$ cat src/rtl/amber128_pkg.sv
// Shared types and constants for the amber128 front end: fetch bundle record,
// datapath width, slot count and the per-slot pairing flag lookup.
package amber128_pkg;

  localparam int C_XLEN      = 32;
  localparam int C_NUM_SLOTS = 5;
  localparam int C_BUNDLE_W  = 128;

  typedef struct packed {
    logic                  valid;
    logic [C_XLEN-1:0]     word_addr;
    logic [C_BUNDLE_W-1:0] bundle;
  } amber128_fetch_s;

  // Slot s carries two 12-bit halves when bundle bit 127-s is set.
  function automatic logic slot_two12(input logic [C_BUNDLE_W-1:0] bundle,
                                      input logic [2:0]            slot);
    return bundle[7'd127 - {4'd0, slot}];
  endfunction

endpackage

$ cat src/rtl/amber128_slot_sequencer.sv
// Holds one 128-bit bundle and steps the decoder through its slots and
// 12-bit halves, handing over to the next bundle without a bubble.
module amber128_slot_sequencer
  import amber128_pkg::*;
#(
  parameter int NUM_SLOTS = C_NUM_SLOTS
) (
  input  logic            clk_i,
  input  logic            rst_ni,
  input  amber128_fetch_s fetch_i,
  output logic            fetch_ready_o,
  input  logic            flush_i,
  input  logic            issue_ready_i,
  output amber128_fetch_s issue_fetch_o,
  output logic [2:0]      slot_idx_o,
  output logic            sub12_o,
  output logic            last_o
);

  typedef enum logic [0:0] {
    ST_EMPTY = 1'b0,
    ST_ISSUE = 1'b1
  } state_e;

  localparam logic [2:0] LAST_SLOT = 3'(NUM_SLOTS - 1);

  state_e                state_r;
  logic [C_XLEN-1:0]     addr_r;
  logic [C_BUNDLE_W-1:0] bundle_r;
  logic [2:0]            slot_r;
  logic                  sub12_r;

  logic pair_s;
  logic accept_s;
  logic last_s;
  logic fetch_ready_s;

  // Handshake and end-of-bundle decode from the held state.
  always_comb begin
    pair_s   = slot_two12(bundle_r, slot_r);
    accept_s = (state_r == ST_ISSUE) & issue_ready_i;
    if (state_r == ST_ISSUE) begin
      last_s = (slot_r == LAST_SLOT) & (~pair_s | sub12_r);
    end else begin
      last_s = 1'b0;
    end
    fetch_ready_s = ~flush_i & ((state_r == ST_EMPTY) | (accept_s & last_s));
  end

  // Bundle holding FSM; flush beats both accept and load.
  always_ff @(posedge clk_i or negedge rst_ni) begin
    if (!rst_ni) begin
      state_r  <= ST_EMPTY;
      addr_r   <= '0;
      bundle_r <= '0;
      slot_r   <= 3'd0;
      sub12_r  <= 1'b0;
    end else if (flush_i) begin
      state_r  <= ST_EMPTY;
      addr_r   <= '0;
      bundle_r <= '0;
      slot_r   <= 3'd0;
      sub12_r  <= 1'b0;
    end else begin
      case (state_r)
        ST_EMPTY: begin
          if (fetch_i.valid) begin
            state_r  <= ST_ISSUE;
            addr_r   <= fetch_i.word_addr;
            bundle_r <= fetch_i.bundle;
            slot_r   <= 3'd0;
            sub12_r  <= 1'b0;
          end
        end
        ST_ISSUE: begin
          if (accept_s & last_s) begin
            slot_r  <= 3'd0;
            sub12_r <= 1'b0;
            if (fetch_i.valid) begin
              addr_r   <= fetch_i.word_addr;
              bundle_r <= fetch_i.bundle;
            end else begin
              state_r <= ST_EMPTY;
            end
          end else if (accept_s & pair_s & ~sub12_r) begin
            sub12_r <= 1'b1;
          end else if (accept_s) begin
            sub12_r <= 1'b0;
            slot_r  <= slot_r + 3'd1;
          end
        end
        default: begin
          state_r <= ST_EMPTY;
          slot_r  <= 3'd0;
          sub12_r <= 1'b0;
        end
      endcase
    end
  end

  assign issue_fetch_o = '{valid:     (state_r == ST_ISSUE),
                           word_addr: addr_r,
                           bundle:    bundle_r};
  assign slot_idx_o    = slot_r;
  assign sub12_o       = sub12_r;
  assign last_o        = last_s;
  assign fetch_ready_o = fetch_ready_s;

endmodule

$ cat config.mk
export PLATFORM = sky130hd
export DESIGN_NAME = amber128_slot_sequencer
export DESIGN_NICKNAME = d
export VERILOG_FILES = /design/src/rtl/amber128_pkg.sv /design/src/rtl/amber128_slot_sequencer.sv
export SDC_FILE = /design/constraint.sdc
export NUM_CORES = 1
export LEC_CHECK = 0
export BUFFER_PORTS_ARGS = -buffer_cell sky130_fd_sc_hd__buf_4
export CORE_ASPECT_RATIO = 0.8
export CORE_MARGIN = 2
export CORE_UTILIZATION = 45
export CTS_CLUSTER_SIZE = 25
export DETAILED_ROUTE_END_ITERATION = 8
export PLACE_DENSITY_LB_ADDON = 0.15
export SLEW_MARGIN = 25
export SYNTH_ARGS = -nofsm -noshare
export SYNTH_HDL_FRONTEND = slang
export SYNTH_SLANG_ARGS = --single-unit
export TNS_END_PERCENT = 10
$ cat constraint.sdc
create_clock -name clk_i -period 4 [get_ports clk_i]
set_input_delay 0.4 -clock clk_i [delete_from_list [all_inputs] [get_ports clk_i]]
set_output_delay 0.4 -clock clk_i [all_outputs]
set_load 0.03 [all_outputs]
### Word level (Yosys, flattened, before mapping)

Cells that the tools add are included.

* equal/unequal tests: 6
* divide/modulo/power cells: 0
* add/subtract/negate cells: 2
* $mul: 0
* bitwise gates (word level): 12
* magnitude comparators: 1
* reduce and logical (&&, ||, !) cells: 2
* shift-type cells: 0
* mux-type cells: 27

Operators with widths (number)
* 128-bit two-way mux: 3
* 128-bit case mux with 2 select lines: 1
* 32-bit two-way mux: 3
* 32-bit case mux with 2 select lines: 1
* 3-bit two-way mux: 5
* 1-bit two-way mux: 10
* 7-bit by 8-bit < comparator with 1-bit output (second input constant): 1
* 1-bit binary-select mux with 7-bit select: 1
* 1-bit AND: 6
* 3-bit case mux with 2 select lines: 1
* 5-bit by 2-bit != test with 1-bit output (second input constant): 1
* 1-bit by 4-bit subtractor with 5-bit output (first input constant): 1
* 4-bit by 2-bit != test with 1-bit output (second input constant): 1
* 4-bit != test (second input constant): 1
* 1-bit NOT: 4
* 1-bit case mux with 2 select lines: 2
* 3-bit by 1-bit adder with 3-bit output (second input constant): 1
* 3-bit equality test (second input constant): 1
* 3-bit by 2-bit != test with 1-bit output (second input constant): 1
* 3-bit != test (second input constant): 1
* 3-bit AND reduction: 1
* 1-bit OR: 2
* 2-bit AND reduction: 1

* flip-flop bits (word level): 165
* output and inout bits: 167
* latch bits: 0
* logic and storage cells: 55
* bits in read-only memories: 0
* bits of input ports: 165
* memories: 0
* bits in writable memories: 0

### Logic depth before layout (Yosys ltp)

Gate-level depths: netlist (run 1).

* word-level depth: 11
* gate-level depth with buffers: 11
* mapped depth without buffers: 7

### Worst setup path before layout (run 1)

Ideal clock, no wire load.

* path type: register -> register
* start: reg slot_r[0], in the netlist slot_idx_o[0]
* end: reg bundle_r[10]
* path buffers: 3
* arrival: 2.320 ns
* cell stages (with the launch flop): 9
* clock period less this slack: 2.467 ns
* data required time: 3.853 ns
* setup slack: 1.533 ns
* path through: dfrtp_1 -> buf_6 -> mux2_1 -> a222oi_1 -> nand2_1 -> clkbuf_1 -> clkbuf_1 -> nand2_1 -> a21oi_2

* word-level cells in the longest chain between the ends: 9
* elaborated cells between the ends (all ways): 10
* those cells by class: 1 x add/sub; 2 x eq/ne; 3 x mux; 4 x bitwise

Ends and longest elaborated chain
* start: declaration: RTL line amber128_slot_sequencer.sv:30 `logic [2:0] slot_r;`
* start signal: assignment: RTL line amber128_slot_sequencer.sv:89 `slot_r <= slot_r + 3'd1;`
* 1-bit by 4-bit subtractor with 5-bit output: RTL line amber128_pkg.sv:18 `return bundle[7'd127 - {4'd0, slot}];`
* 1-bit binary-select mux with 7-bit select: RTL line amber128_pkg.sv:18
* 1-bit two-way mux (implied by the code): RTL line amber128_pkg.sv:18
* 1-bit NOT: RTL line amber128_slot_sequencer.sv:43 `last_s = (slot_r == LAST_SLOT) & (~pair_s | sub12_r);`
* 1-bit OR: RTL line amber128_slot_sequencer.sv:43
* 1-bit AND (*): RTL line amber128_slot_sequencer.sv:43
* 1-bit two-way mux (*): RTL line amber128_slot_sequencer.sv:42 `if (state_r == ST_ISSUE) begin`
* 1-bit AND (*): RTL line amber128_slot_sequencer.sv:76 `if (accept_s & last_s) begin`
* 3-bit by 2-bit != test with 1-bit output (no source line) (*)
* end signal: assignment: RTL line amber128_slot_sequencer.sv:70 `bundle_r <= fetch_i.bundle;`
* end signal: assignment: RTL line amber128_slot_sequencer.sv:81 `bundle_r <= fetch_i.bundle;`
* end: declaration: RTL line amber128_slot_sequencer.sv:29 `logic [C_BUNDLE_W-1:0] bundle_r;`

Mark *: on every way between the ends. The rest lies on a longest branch, timed or not. The select of a mux whose other input is x is not followed.
A chain may end at the register's enable or synchronous reset.

### Worst setup path after layout (run 1)

* start: reg slot_r[0], in the netlist slot_idx_o[0]
* end: reg bundle_r[110]

Same word-level chain as after synthesis.

==> qor.txt, run 1 <==
GPL Wtd Cong = 0.821
Fill count = 1394
Drt drc = 0
Seq/Total Area, Yosys = 55.5%
Share of cells above drive strength 1 = 54.3%
Fmax achieved = 381 MHz
Period utilization = 65.5%
Clock Skew = 0.0104 ns
CTS tree = yes
Crit path kind = register to register
Worst-Margin Slew = 0.930 ns
Total die area = 17600 um^2
Diodes inserted = 0
CTS H-Tree Depth = 4
Row count = 42
Vias in the first global route = 6157
Crit start category = register
First-pass GRT wire length = 32800 um
Crit path top cell by count = buf_4
WL per Instance = 15.9 um
R2R Path End = bundle_r[110]
Pwr Density = 415 nW/um^2
Initial Util = 45.5%
CP max FO = 36
RSZ-0062 raised after global routing = no
Critical Path Sink Type = register
Core ar. = 16300 um^2
Crit-path cells = mux2_1 -> a222oi_1 -> buf_4 -> and2_4 -> buf_4 -> nand2_1 -> a21oi_1
Number of DRC markers in iteration 0 = 323
Max-cap violations = 0
Syn avg cell area = 10.0 um^2
Worst skew pair latency = 0.42 ns
Maximum clock path buffer count = 2
Min Tclk post-route = 2.62 ns
Outcome = complete, no violations
Area grow syn2layout = 41.3%
Worst EP required = 4.33 ns
Mapped Cells = 742
R2R Setup Slk = 1.38 ns
Antenna violations before repair = 0
Routed vias = 6209
Hold_ws = 0.0531 ns
Lkg Pwr = 0.00502 uW
Port Buffers = 331
Pin count of the biggest net entering global routing = 115
FF+latch count, synth = 165
Crit-path slowest cell = dfrtp_1
CTS buffer count = 17
Post-CTS Hold Buffers = 0
Buf+Inv Stages, Crit Path = 2
Synth area leader = dfrtp_1
Syn Nets = 909
Synth top area share = 55.5%
Post-synth cell types = 29
Crit path arrival time = 2.95 ns
Leading post-synthesis cells by cell area = dfrtp_1 56%, a21oi_2 12%, nand2_1 11%, nand2_2 8.4%, a21oi_1 4.1%
Max VDD drop = 0.264 mV
CTS clk-pin slew, worst paths = 0.06 ns
I/O pin count = 332
Total wire length = 20400 um
Worst rel slew slack = 38.0%
Grt ovf = 0
CP peak stage delay = 0.51 ns
Die Y = 119 um
Root buffer cell = clkbuf_16
Setup bufs post-CTS = 0
Synth Cell Area = 7440 um^2
Reg-to-Reg Start = slot_idx_o[0]
Critical path depth = 7
Post-cts sizing count = 0
Reg2Reg Depth = 7
Worst Hold Class = primary input to asynchronous set/reset pin
Crit path max-delay family = buffers and inverters
Clock sink count = 165
Pre-Repair DR Iteration Count = 5
Max-slew violations = 0
Setup_tns = 0 ns
Die X = 148 um
Yosys warns = 0
Total GRT Usage = 23.5%
Final setup violation count = 0
HPWL Detailed = 14100 um
Hold Fails Final Rpt = 0
Post-route ant nets = 0
Vias per inst = 4.85
Layout net count = 1214
-- cells in the mapped netlist (all sizes together) --
| library cell | count |
|---|---|
| nand4 | 2 |
| and2 | 2 |
| a41oi | 1 |
| ha | 2 |
| o221a | 1 |
| o211a | 1 |
| dfrtp | 165 |
| buf | 29 |
| nand3 | 6 |
| nand2b | 1 |
| clkbuf | 26 |
| nor2 | 3 |
| inv | 6 |
| o31a | 1 |
| a21oi | 161 |
| nor3b | 1 |
| a222oi | 1 |
| and3b | 1 |
| mux2i | 2 |
| nand2 | 325 |
| o21ai | 3 |
| mux2 | 2 |
-- worst max path at each step --
stage / to / startpoint / slack, ns
CTS: bundle_r[110] / slot_idx_o[0] / 1.38
detailed placement: bundle_r[110] / slot_idx_o[0] / 1.44
global placement: bundle_r[104] / slot_idx_o[0] / 1.47
global route: bundle_r[110] / slot_idx_o[0] / 1.17
finish: bundle_r[110] / slot_idx_o[0] / 1.38
floorplan: bundle_r[10] / slot_idx_o[0] / 1.53
-- cell usage in the layout (no fill, tap or decap), types with 2 or more instances in the layout --
cell        netlist  routed
a21oi_1          61      61
clkinvlp_4        0       2
nand2_1         225     224
nand3_1           6       6
inv_1             6       6
o21ai_0           3       3
buf_12           10       3
buf_6             1       2
clkinv_4          0       3
nand2_2         100     100
dfrtp_1         165     165
nor2_1            3       3
inv_6             0       4
buf_4             2     336
clkinv_2          0       3
a21oi_2         100     100
nand4_1           2       2
clkbuf_16         0      17
bufinv_16         0       2
mux2_1            2       2
ha_1              2       2
mux2i_1           2       2
-- cell families (layout without fill, tap and decap cells) --
logic type | Yosys count | after routing | share of synthesized area (%)
AOI/OAI and AO/OA | 169 | 169 | 16.7
adders and majority gates | 2 | 2 | 0.336
buffers and inverters | 61 | 379 | 5.86
DFF | 165 | 165 | 55.5
muxes | 4 | 4 | 0.572
and+or+nand+nor | 341 | 341 | 21.0
-- state kept, by name, indices dropped and copies added, names as in the netlist --
name        cells
slot_idx_o      3
bundle_r      128
addr_r         32
state_r         1
sub12_o         1
-- metrics by stage --
stage | cells | total power [uW] | cell area [um^2] | worst slack (ns) | util, %
after CTS | 1280 | 4400 | 10500 | 1.38 | 64.3
after floorplan | 742 | 2390 | 7440 | 1.53 | -
after global routing | 1280 | 4560 | 10500 | 1.17 | 64.3
after global placement | 1248 | 2760 | 9910 | 1.47 | 60.7
final | 1280 | 4360 | 10500 | 1.38 | 64.3
after detailed placement | 1248 | 2760 | 9910 | 1.44 | 60.7
-- where the power goes --
part           switching [uW]  internal (uW)  total, uW
registers                61.8           1770       1830
logic                     553            343        896
clock network             696            944       1640
total                    1310           3050       4360
-- layer usage --
| metal | vias to the layer above | wire length (um) | global-route usage [%] |
|---|---|---|---|
| li1 | 3003 | - | - |
| met1 | 2950 | 8290 | 30.1 |
| met2 | 231 | 10000 | 38.1 |
| met3 | 25 | 1790 | 8.20 |
| met4 | 0 | 307 | 6.13 |
| met5 | - | 0 | 0 |
-- worst reg2reg max path, stage by stage, from the launching register on --
cell      delay (ns)
dfrtp_1         0.51
mux2_1          0.38
a222oi_1        0.31
buf_4           0.21
and2_4          0.43
buf_4           0.42
nand2_1         0.11
a21oi_1         0.17
-- cell type report --
cell class                      count  area [um^2]  area share, %
Multi-Input combinational cell    516         2880           27.4
Inverter                            6         22.5          0.214
Timing Repair Buffer              341         2610           24.8
Clock buffer                       18          439           4.18
Tap cell                          220          275           2.62
Clock inverter                     14          151           1.44
Sequential cell                   165         4130           39.3
Note: power is estimated with default switching activity, not from simulation.
==> inputs of run 2 (changes only) <==
--- a/config.mk
+++ b/config.mk
@@ -5,6 +5,7 @@
 export SDC_FILE = /design/constraint.sdc
 export NUM_CORES = 1
 export LEC_CHECK = 0
+export ABC_AREA = 1
 export BUFFER_PORTS_ARGS = -buffer_cell sky130_fd_sc_hd__buf_4
 export CORE_ASPECT_RATIO = 0.8
 export CORE_MARGIN = 2
==> constraint.sdc (replaced) <==
create_clock -name clk_i -period 2.6 [get_ports clk_i]
set_input_delay 0.26 -clock clk_i [delete_from_list [all_inputs] [get_ports clk_i]]
set_output_delay 0.26 -clock clk_i [all_outputs]
set_load 0.03 [all_outputs]
==> qor.txt, run 2 <==
Total wire length = 20000 um
Yosys warns = 0
Grt ovf = 0
Worst skew pair latency = 0.42 ns
Top cells by count, synth = 331 x nand2_1, 165 x dfrtp_1, 163 x nand3_1
Core ar. = 14400 um^2
Switching pwr = 1980 uW
Mapped Cells = 752
Maximum clock path buffer count = 2
Post-synth top flop = dfrtp_1
Crit start category = register
Setup Slack @ Placement = 0.612 ns
I/O pin count = 332
Number of DRC markers in iteration 0 = 359
Biggest register = bundle_r
Pwr Density = 664 nW/um^2
Drt drc = 0
Leading post-synthesis cells by cell area = dfrtp_1 61%, nand2_1 18%, nand3_1 12%, buf_6 1.8%, buf_2 1.6%
Worst rel slew slack = 57.0%
Post-synth EDFFs = 0
GPL Wtd Cong = 0.827
Total die area = 16000 um^2
Hold Startpoint = fetch_i[116]
R2R Setup Slk = 0.56 ns
FF+latch count, synth = 165
Period utilization = 85.4%
CTS buffer count = 17
Pre-Repair DR Iteration Count = 5
Area grow syn2layout = 48.1%
CTS H-Tree Depth = 4
Sequential power share = 43.0%
Max-cap violations = 0
Max VDD drop = 0.551 mV
Synth top area share = 61.3%
Total power = 6620 uW
Count leader, synth = nand2_1
R2R Path End = bundle_r[38]
Worst Hold Class = primary input to register
Clk pwr share = 36.6%
Crit path kind = register to output pin
Clock Skew = 0.00773 ns
CTS clk-pin slew, worst paths = 0.07 ns
Port Buffers = 331
CP max FO = 8
Post-synth cell types = 22
Hold Fails Final Rpt = 0
Synth Cell Area = 6740 um^2
Diodes inserted = 0
Antenna violations before repair = 0
Clock sink count = 165
Row count = 39
Worst EP required = 2.34 ns
Hold_ws = 0.0615 ns
Commonest cells after routing, fill and taps aside = 333 x buf_4, 331 x nand2_1, 165 x dfrtp_1, 163 x nand3_1, 17 x clkbuf_16
Critical Path Sink Type = output pin
Internal power = 4640 uW
Max FFs per register = 128
Vias per inst = 4.93
Worst-Margin Slew = 0.645 ns
Share of cells above drive strength 1 = 35.7%
Layout net count = 1231
Post-route ant nets = 0
Die Y = 113 um
Reg2Reg Depth = 9
Outcome = complete, no violations
Root buffer cell = clkbuf_16
Fill count = 1175
Lkg Pwr = 0.00571 uW
Synth area leader = dfrtp_1
RSZ-0062 raised after global routing = no
HPWL Detailed = 14100 um
CTS tree = yes
WL per Instance = 15.8 um
Pin count of the biggest net entering global routing = 69
Syn avg cell area = 8.96 um^2
Comb pwr share = 20.3%
Die X = 141 um
Seq/Total Area, Yosys = 61.3%
Commonest non-fill, non-tap cell in the layout = buf_4
Switch share = 29.9%
Syn Nets = 919
First-pass GRT wire length = 31800 um
Final setup violation count = 0
Max-slew violations = 0
Min Tclk post-route = 2.22 ns
Crit path arrival time = 1.96 ns
Setup_tns = 0 ns
Synth async-reset ratio = 100%
Initial Util = 46.6%
Total GRT Usage = 25.2%
Hold depth = 3
Setup ws final = 0.379 ns
Hold Path End = bundle_r[116]
Reg-to-Reg Start = slot_idx_o[0]
Routed vias = 6217
Fmax achieved = 450 MHz
Vias in the first global route = 6142
-- run 2: changes by cell type in the layout (fill, tap and decap cells not counted), moves of 3 or more --
cell	before	now
nand3_1	6	163
clkinvlp_4	2	5
nand2_1	224	331
buf_12	3	11
a21oi_2	100	0
inv_1	6	11
a21oi_1	61	1
nand2_2	100	0
buf_4	336	333
o21ai_0	3	6
-- run 2: per-stage QoR --
stage                     instance area (um^2)  std cells  util (%)
after floorplan                           6740        752         -
after CTS                                 9980       1261      69.1
after global routing                      9980       1261      69.1
final                                     9980       1261      69.1
after detailed placement                  9400       1228      65.0
after global placement                    9400       1228      65.0
-- run 2: critical path, stage by stage (launching register included) --
cell and delay (ns):
dfrtp_1 0.46, inv_2 0.15, ha_1 0.16, inv_1 0.04, nor3_2 0.15, nand3_2 0.20
a21oi_1 0.18, buf_4 0.19
-- run 2: power by group through the flow --
stage	clock network [uW]	registers, uW	logic [uW]
final	2430	2850	1350
after floorplan	0	3230	363
after global routing	2590	2870	1440
after global placement	0	2890	1350
after CTS	2470	2850	1360
after detailed placement	0	2890	1360
-- run 2: what timing repair did --
action / CTS / global route
gates resized for setup: 0 / 0
setup buffers: 0 / 0
endpoints found under the hold margin: 64 / 0
hold buffers: 1 / 0
-- run 2: cell type report --
| class | instances | area (um^2) | area share, % |
|---|---|---|---|
| clock buffers | 19 | 453 | 4.54 |
| inverters | 12 | 45.0 | 0.451 |
| well taps | 184 | 230 | 2.31 |
| clock inverters | 13 | 121 | 1.22 |
| flip-flops and latches | 165 | 4130 | 41.4 |
| repair buffers | 346 | 2740 | 27.5 |
| multi-input cells | 522 | 2260 | 22.6 |
-- run 2: logic make-up (layout without fill, tap and decap cells) --
| logic type | count (synthesis) | after routing | synth area share, % |
|---|---|---|---|
| AND/OR/NAND/NOR | 507 | 507 | 31.7 |
| flip-flops | 165 | 165 | 61.3 |
| buffers and inverters | 65 | 390 | 5.42 |
| AO/OA/AOI/OAI | 12 | 12 | 1.04 |
| adder cells (fa/ha/maj) | 2 | 2 | 0.371 |
| XOR/XNOR | 1 | 1 | 0.130 |
-- run 2: worst max path at each step --
stage                   from             to  cells past startpoint
6_report       slot_idx_o[0]  fetch_ready_o                      7
5_1_grt        slot_idx_o[0]  fetch_ready_o                      7
4_1_cts        slot_idx_o[0]  fetch_ready_o                      7
3_5_place_dp   slot_idx_o[0]   bundle_r[63]                      9
3_3_place_gp   slot_idx_o[1]   bundle_r[13]                      9
2_1_floorplan  slot_idx_o[0]         last_o                      5
-- run 2: per-layer routing --
layer / GRT usage (%) / vias to the layer above / routed length (um)
met1: 29.8 / 2900 / 7710
met4: 9.80 / 0 / 636
met5: 0 / - / 0
met2: 43.2 / 243 / 9960
li1: - / 3032 / -
met3: 8.31 / 42 / 1660
